==> config.mk <==
export PLATFORM = sky130hd
export DESIGN_NAME = grid_tx_scheduler
export DESIGN_NICKNAME = d
export VERILOG_FILES = /design/src/rtl/grid_tx_scheduler.sv
export SDC_FILE = /design/constraint.sdc
export NUM_CORES = 1
export LEC_CHECK = 0
export CAP_MARGIN = 20
export CORE_MARGIN = 3
export CORE_UTILIZATION = 45
export DETAILED_ROUTE_END_ITERATION = 10
export PLACE_DENSITY = 0.68
export SLEW_MARGIN = 5
export SYNTH_ARGS = -nofsm -noshare
export SYNTH_HDL_FRONTEND = slang
export SYNTH_SLANG_ARGS = --single-unit
==> constraint.sdc <==
create_clock -name clk57 -period 13.5 [get_ports clk57]
set_input_delay 2.025 -clock clk57 [delete_from_list [all_inputs] [get_ports clk57]]
set_output_delay 2.025 -clock clk57 [all_outputs]
set_load 0.02 [all_outputs]
==> src/rtl/grid_tx_scheduler.sv <==
// Round-robin mover from per-channel grid RX FIFOs into their serial transmitters.
// Optional ack watchdog on the bus cycle: define GRID_SCHED_TIMEOUT_EN.
module grid_tx_scheduler #(
    parameter int NCHANNELS = 9,
    parameter int RDLAT     = 1,
    parameter int TIMEOUT   = 255
) (
    input  logic                 clk57,
    input  logic                 rst,
    input  logic [NCHANNELS-1:0] fifo_nempty,
    input  logic [NCHANNELS-1:0] tx_empty,
    input  logic [NCHANNELS-1:0] tx_ack,
    output logic [NCHANNELS-1:0] fifo_rd,
    output logic [NCHANNELS-1:0] tx_cyc,
    output logic [NCHANNELS-1:0] tx_stb,
    output logic [NCHANNELS-1:0] tx_we,
    output logic [NCHANNELS-1:0] tx_cs,
    output logic                 busy,
    output logic [3:0]           cur_chan,
    output logic                 err_timeout
);

    // Handshake: a channel is offered a word only when its FIFO has data and its
    // transmitter buffer is empty; the bus cycle holds cyc/stb/we/cs until tx_ack
    // of the granted channel is sampled high on a clk57 edge.

    typedef enum logic [2:0] {
        S_IDLE,
        S_RD,
        S_WAIT,
        S_BUS,
        S_DONE
    } state_t;

    localparam logic [NCHANNELS-1:0] ONE       = {{(NCHANNELS-1){1'b0}}, 1'b1};
    localparam logic [1:0]           WAIT_INIT = 2'(RDLAT - 1);
    localparam logic [3:0]           LAST_INIT = 4'(NCHANNELS - 1);

    state_t                 state_q;
    logic [3:0]             last_q;
    logic [3:0]             chan_q;
    logic [1:0]             wait_q;
    logic [NCHANNELS-1:0]   fifo_rd_q;
    logic [NCHANNELS-1:0]   tx_cyc_q;
    logic                   busy_q;

    logic [NCHANNELS-1:0]   req;
    logic                   grant_found_d;
    logic [3:0]             grant_idx_d;
    logic [4:0]             cand;

    // First requester strictly after the last granted index, wrapping modulo NCHANNELS.
    always_comb begin
        req           = fifo_nempty & tx_empty;
        grant_found_d = 1'b0;
        grant_idx_d   = 4'd0;
        cand          = 5'd0;
        for (int i = 1; i <= NCHANNELS; i++) begin
            cand = {1'b0, last_q} + 5'(i);
            if (cand >= 5'(NCHANNELS)) begin
                cand = cand - 5'(NCHANNELS);
            end
            if (!grant_found_d && req[cand[3:0]]) begin
                grant_found_d = 1'b1;
                grant_idx_d   = cand[3:0];
            end
        end
    end

`ifdef GRID_SCHED_TIMEOUT_EN
    localparam int             TW       = $clog2(TIMEOUT + 1);
    localparam logic [TW-1:0]  TMO_LAST = TW'(TIMEOUT - 1);

    logic [TW-1:0] tmo_q;
    logic          err_q;
`endif

    always_ff @(posedge clk57) begin
        if (rst) begin
            state_q   <= S_IDLE;
            last_q    <= LAST_INIT;
            chan_q    <= 4'd0;
            wait_q    <= 2'd0;
            fifo_rd_q <= '0;
            tx_cyc_q  <= '0;
            busy_q    <= 1'b0;
`ifdef GRID_SCHED_TIMEOUT_EN
            tmo_q     <= '0;
            err_q     <= 1'b0;
`endif
        end else begin
            fifo_rd_q <= '0;
`ifdef GRID_SCHED_TIMEOUT_EN
            err_q     <= 1'b0;
`endif
            case (state_q)
                S_IDLE: begin
                    if (grant_found_d) begin
                        chan_q    <= grant_idx_d;
                        fifo_rd_q <= ONE << grant_idx_d;
                        busy_q    <= 1'b1;
                        state_q   <= S_RD;
                    end
                end
                S_RD: begin
                    wait_q  <= WAIT_INIT;
                    state_q <= S_WAIT;
                end
                S_WAIT: begin
                    if (wait_q == 2'd0) begin
                        tx_cyc_q <= ONE << chan_q;
                        state_q  <= S_BUS;
`ifdef GRID_SCHED_TIMEOUT_EN
                        tmo_q    <= '0;
`endif
                    end else begin
                        wait_q <= wait_q - 2'd1;
                    end
                end
                S_BUS: begin
                    if (tx_ack[chan_q]) begin
                        tx_cyc_q <= '0;
                        state_q  <= S_DONE;
                    end
`ifdef GRID_SCHED_TIMEOUT_EN
                    else if (tmo_q == TMO_LAST) begin
                        tx_cyc_q <= '0;
                        err_q    <= 1'b1;
                        state_q  <= S_DONE;
                    end else begin
                        tmo_q <= tmo_q + 1'b1;
                    end
`endif
                end
                S_DONE: begin
                    last_q  <= chan_q;
                    busy_q  <= 1'b0;
                    state_q <= S_IDLE;
                end
                default: begin
                    state_q <= S_IDLE;
                end
            endcase
        end
    end

    assign fifo_rd  = fifo_rd_q;
    assign tx_cyc   = tx_cyc_q;
    assign tx_stb   = tx_cyc_q;
    assign tx_we    = tx_cyc_q;
    assign tx_cs    = tx_cyc_q;
    assign busy     = busy_q;
    assign cur_chan = chan_q;

`ifdef GRID_SCHED_TIMEOUT_EN
    assign err_timeout = err_q;
`else
    // Without the watchdog a bus cycle waits for ack indefinitely.
    assign err_timeout = 1'b0;
    if (TIMEOUT < 1) begin : g_timeout_unused
    end
`endif

endmodule

==> results.cfg, run 1 <==
[layout]
diodes = 0
multi_input_area_um2 = 4340
nets = 844
ff_latch_area_um2 = 642
layout-drive-gt1-share_pct = 6.05
area_growth_syn_to_layout_pct = 13.5
fill_cells = 1136

[clocking]
root_buffer = clkbuf_16
cts.clk_slew.worst_paths_ns = 0.05
cts_made_buffers = 5
cts_buffer_depth = 2
htreeDepth = 2
clock_latency_ns = 0.28
cts_tree = built
hold_buffers = 0
postCtsSetupRepairBufs = 0
post_cts_resized = 0
clock_sinks = 32

[grt]
antenna_found_initial = 0
first_global_vias = 5925
grt-ovfl-total = 0
gr-usage-all-layers_pct = 32.2
grt_pass1_wl_um = 33800
grt_max_degree = 49

[timing]
setup-violations-final = 0
rsz0062_at_grt = no
min_period_over_period_pct = 45.7
worstMarginPinSlew_ns = 1.09
period_minus_slack_ns = 6.16
setup_tns_ns = 0
drv_slew = 0
max_freq_ghz = 0.162
fin_skew_ns = 0.00468
worst_slack_ns = 7.34
finalHoldViolCount = 0
maxSlewHeadroom_pct = 27.1

[floorplan]
row_count = 39
start_util_pct = 46.9
ios = 80
dieHeight_um = 116
die_w_um = 116
core_um2 = 11700
die-area_um2 = 13500

[yosys]
ys_ff_latch = 32
synth_mux_area_share_pct = 6.00
netlist_instances = 779
synth_compound_area_share_pct = 37.3
syn-cell-area_um2 = 5470
synth_edf_count = 0
synth_common_cells = 77 x nand2_1, 64 x a21oi_1, 62 x nor2_1, 47 x o21ai_0
synth.distinct_cells = 87
yosysWarnings = 0
synthSimpleGateAreaFrac_pct = 28.0
synth_area_per_cell_um2 = 7.02
synth.most_common_cell = nand2_1
synthArstFlopShare_pct = 0
yosysTopAreaCell = dfxtp_1
ys.flop_type = dfxtp_1
synth_nets = 830
synth_top_area_share_pct = 11.7
synth_top_family_by_area = compound AO/OA/AOI/OAI gates
seq_area_frac_synth_pct = 11.7
synth_top_cells_by_area = dfxtp_1 12%, a21oi_1 5.9%, nand2_1 5.3%, ha_1 5.0%, o21ai_0 4.3%
synth-xor-area-share_pct = 3.02
synth_fa_ha_area_share_pct = 5.04

[pwr]
power_frac_seq_pct = 28.4
p_per_area_nw_per_um2 = 69.8
internal_power_uw = 253
p_sw_share_pct = 41.6
power_frac_comb_pct = 46.6
p_leak_uw = 0.00221
clkPwrFrac_pct = 25.0
ir_drop_mv = 0.0600
power.switching_uw = 180

[critical_path]
path_class = reg2reg
cp.required_ns = 13.67
critPathMaxFanout = 28
cp-start-kind = register
r2r_slack_ns = 7.34
cp_data_arrival_time_ns = 6.34
end_kind = register

[route]
dr.pass1.iters = 5
drtIter0Drc = 952
wl_per_cell_um = 24.0
drt-total-wl_um = 22500
ant_nets = 0
vias = 6632
remaining_drc_errors = 0
routed_via_density = 7.09

[placed_design]
dpl.hpwl_um = 16800
dp_slack_ns = 7.39
port_buffers = 78
gp_congestion = 1.07

[run]
drv_cap = 0

[hold_path]
hp-class = reg2reg

[run_status]
run_status = finished clean
layer usage:
layer  up-vias  track usage (%)  share of wire [%]
met5         -                0                  0
met4         0             13.9                4.8
met3        84             6.74                 11
met2       474             48.3                 43
met1      3100             44.6                 41
li1       2974                -                  -
critical path: stages (launching register included):
cell       delay (ns)
dfxtp_2          0.68
inv_1            0.08
buf_4            0.26
ha_1             0.40
nor2b_1          0.62
a22oi_1          0.19
a32o_1           0.32
a222oi_1         0.95
a211o_1          0.27
a21oi_1          0.18
nor4_2           0.84
nand4_1          0.33
nor2_1           0.17
a2bb2oi_1        0.49
and4b_1          0.26
per-stage QoR:
stage / cell area, µm² / util, % / hold WS (ns) / std cells / total power (µW)
finish: 6210 / 53.2 / 0.495 / 936 / 433
CTS: 6200 / 53.1 / 0.495 / 935 / 428
global route: 6210 / 53.2 / 0.516 / 936 / 453
detailed placement: 6060 / 52.0 / 0.465 / 928 / 320
floorplan: 5470 / - / 0.477 / 779 / 256
global placement: 6060 / 52.0 / 0.480 / 928 / 318
worst paths after layout:
path	endpoint	startpoint	cells after the start
setup / recovery	fifo_rd[1]	last_q[0]	14
hold / removal	busy	busy	2
setup reg to reg	fifo_rd[1]	last_q[0]	14
hold reg to reg	busy	busy	2
power by group through the flow:
stage	sequential (µW)	clock (µW)	combinational, µW
floorplan	123	0	134
global route	125	112	217
global placement	124	0	194
detailed placement	124	0	196
finish	123	108	202
CTS	123	108	197
final cells by class:
class,count,share of cell area [%]
Inverter,16,0.968
Clock inverter,1,0.0806
Sequential cell,32,10.3
Multi-Input combinational cell,651,70.0
Clock buffer,6,2.08
Tap cell,143,2.88
Timing Repair Buffer,87,13.7
cells in the final DEF, fill, tap and decap left out, drive strengths merged, types with 6 or more instances in the layout:
cell type	n
nor4	11
nor3	37
nand3	17
a21oi	64
a22oi	8
and2	18
a2111oi	10
ha	22
a22o	7
a221oi	7
a211o	8
nand2	77
clkbuf	6
xnor2	14
and3	6
o211ai	9
clkdlybuf4s50	78
inv	15
dfxtp	32
a21boi	7
nand2b	16
a211oi	14
mux2i	17
o22ai	9
nor2	63
o21ai	48
buf	9
a31oi	8
o21a	8
a21o	14
nand4	11
nor2b	7
kinds of logic (layout without fill, tap and decap cells):
| logic type | count (synthesis) | in the layout |
|---|---|---|
| compound gates | 286 | 286 |
| xor+xnor | 18 | 18 |
| fa+ha+maj | 22 | 22 |
| buf+inv | 96 | 110 |
| flops | 32 | 32 |
| mux | 26 | 26 |
| other cells | 1 | 1 |
| simple gates | 298 | 298 |
sequential cells by signal, indices dropped and copies added (netlist names):
| register | count |
|---|---|
| state_q | 3 |
| busy | 1 |
| last_q | 4 |
| tx_cs | 9 |
| cur_chan | 4 |
| wait_q | 2 |
| fifo_rd | 9 |
No activity file was read; power rests on OpenSTA's default activity.
==> run 2, diff against run 1 <==
clock period = 6.01 ns   (was 13.5 ns; I/O delays follow)
==> results.cfg, run 2 (synthesis results as in run 1) <==
[timing]
setup_tns_ns = 0
worstMarginPinSlew_ns = 1.01
drv_slew = 0
finalHoldViolCount = 0
fin_skew_ns = 0.00313
rsz0062_at_grt = no
min_period_over_period_pct = 89.3
setup-violations-final = 0
maxSlewHeadroom_pct = 32.0
max_freq_ghz = 0.186
period_minus_slack_ns = 5.37

[route]
remaining_drc_errors = 0
drtIter0Drc = 775
wl_per_cell_um = 23.3
routed_via_density = 7.08
vias = 6683
drt-total-wl_um = 22000
ant_nets = 0
dr.pass1.iters = 6

[placed_design]
port_buffers = 78
gp_congestion = 1.08
place_area_um2 = 6120
post-place-cells = 935
dpl.hpwl_um = 16800

[layout]
final_cell_area_um2 = 6310
fill_cells = 1136
layout-drive-gt1-share_pct = 7.12
nets = 851
area_growth_syn_to_layout_pct = 15.4
final_common_cell = clkdlybuf4s50_1
diodes = 0
multi_input_area_um2 = 4340
mostFrequentLayoutCells = 78 x clkdlybuf4s50_1, 77 x nand2_1, 64 x a21oi_1, 62 x nor2_1, 47 x o21ai_0
final_cells = 944
ff_latch_area_um2 = 642

[pwr]
ir_drop_mv = 0.152
p_per_area_nw_per_um2 = 165
power.switching_uw = 405
internal_power_uw = 637
p_leak_uw = 0.00227
power_uw = 1040
power_frac_seq_pct = 26.3
p_sw_share_pct = 38.9
power_frac_comb_pct = 43.5
clkPwrFrac_pct = 30.2

[grt]
antenna_found_initial = 0
first_global_vias = 6183
gr-usage-all-layers_pct = 31.7
grt_max_degree = 39
grt_pass1_wl_um = 33700
grt-ovfl-total = 0

[floorplan]
dieHeight_um = 116
core_um2 = 11700
start_util_pct = 46.9
ios = 80
die_w_um = 116
die-area_um2 = 13500
row_count = 39

[run]
drv_cap = 0

[clocking]
cts_tree = built
post_cts_resized = 0
cts.clk_slew.worst_paths_ns = 0.06
cts_made_buffers = 5
cts_buffer_depth = 2
htreeDepth = 2
clock_sinks = 32
postCtsSetupRepairBufs = 0
hold_buffers = 0
root_buffer = clkbuf_16
clock_latency_ns = 0.27

[critical_path]
cp_data_arrival_time_ns = 5.54
cp.required_ns = 6.18
cp_cell_sequence = buf_4 > ha_1 > xor2_1 > nand2_1 > a311o_1 > a2111oi_0 > o221ai_1 > and2_1 > and3_1 > nand2_1 > a221oi_1 > a2111oi_4 > nor4b_1
crit_slowest_cell = ha_1
path_class = reg2reg
end_kind = register
cp-start-kind = register
crit_top_cell = nand2_1
max_stage_delay_ns = 0.69
critPathMaxFanout = 38
r2r_slack_ns = 0.64

[run_status]
run_status = finished clean

[hold_path]
hp-class = reg2reg
[run 2: changes by cell type in the layout (fill, tap and decap cells not counted)]
cell       delta
buf_4         +7
clkbuf_8      +2
bufinv_16     +1
clkbuf_1      -1
clkinv_2      -1
[run 2: cell type report]
type	count	share of cell area (%)
clock inverters	1	0.476
multi-input cells	651	68.9
flip-flops and latches	32	10.2
inverters	16	0.952
well taps	143	2.84
repair buffers	94	14.3
clock buffers	7	2.42
[run 2: worst paths after layout]
check | endpoint | start | cells after the start
max | fifo_rd[3] | last_q[0] | 13
min | busy | busy | 2
max reg2reg | fifo_rd[3] | last_q[0] | 13
min reg2reg | busy | busy | 2
[run 2: critical path: cells and delay by family (launching register included)]
kind / cells / cell delay (ns)
adders and majority gates: 1 / 0.69
DFF: 1 / 0.32
and+or+nand+nor: 5 / 1.34
buffers and inverters: 1 / 0.35
AOI/OAI and AO/OA: 5 / 2.11
xor gates and xnor gates: 1 / 0.44
[run 2: metrics by stage]
step | util [%] | hold WS [ns] | worst slack (ns)
2_1_floorplan | - | 0.477 | 1.03
6_report | 54.1 | 0.477 | 0.640
4_1_cts | 54.0 | 0.482 | 0.831
3_5_place_dp | 52.5 | 0.466 | 0.899
3_3_place_gp | 52.5 | 0.454 | 0.894
5_1_grt | 54.1 | 0.509 | 0.366
[run 2: metal layers]
metal / track usage [%] / vias up / wire length [µm]
li1: - / 2982 / -
met1: 43.0 / 3163 / 8940
met2: 48.3 / 455 / 9680
met3: 6.63 / 83 / 2370
met4: 14.1 / 0 / 971
met5: 0 / - / 0
[run 2: power by group through the flow]
| stage | registers, µW | logic, µW | clock network, µW |
|---|---|---|---|
| 4_1_cts | 274 | 443 | 317 |
| 6_report | 274 | 454 | 315 |
| 2_1_floorplan | 276 | 300 | 0 |
| 5_1_grt | 279 | 487 | 327 |
| 3_5_place_dp | 278 | 440 | 0 |
| 3_3_place_gp | 276 | 437 | 0 |
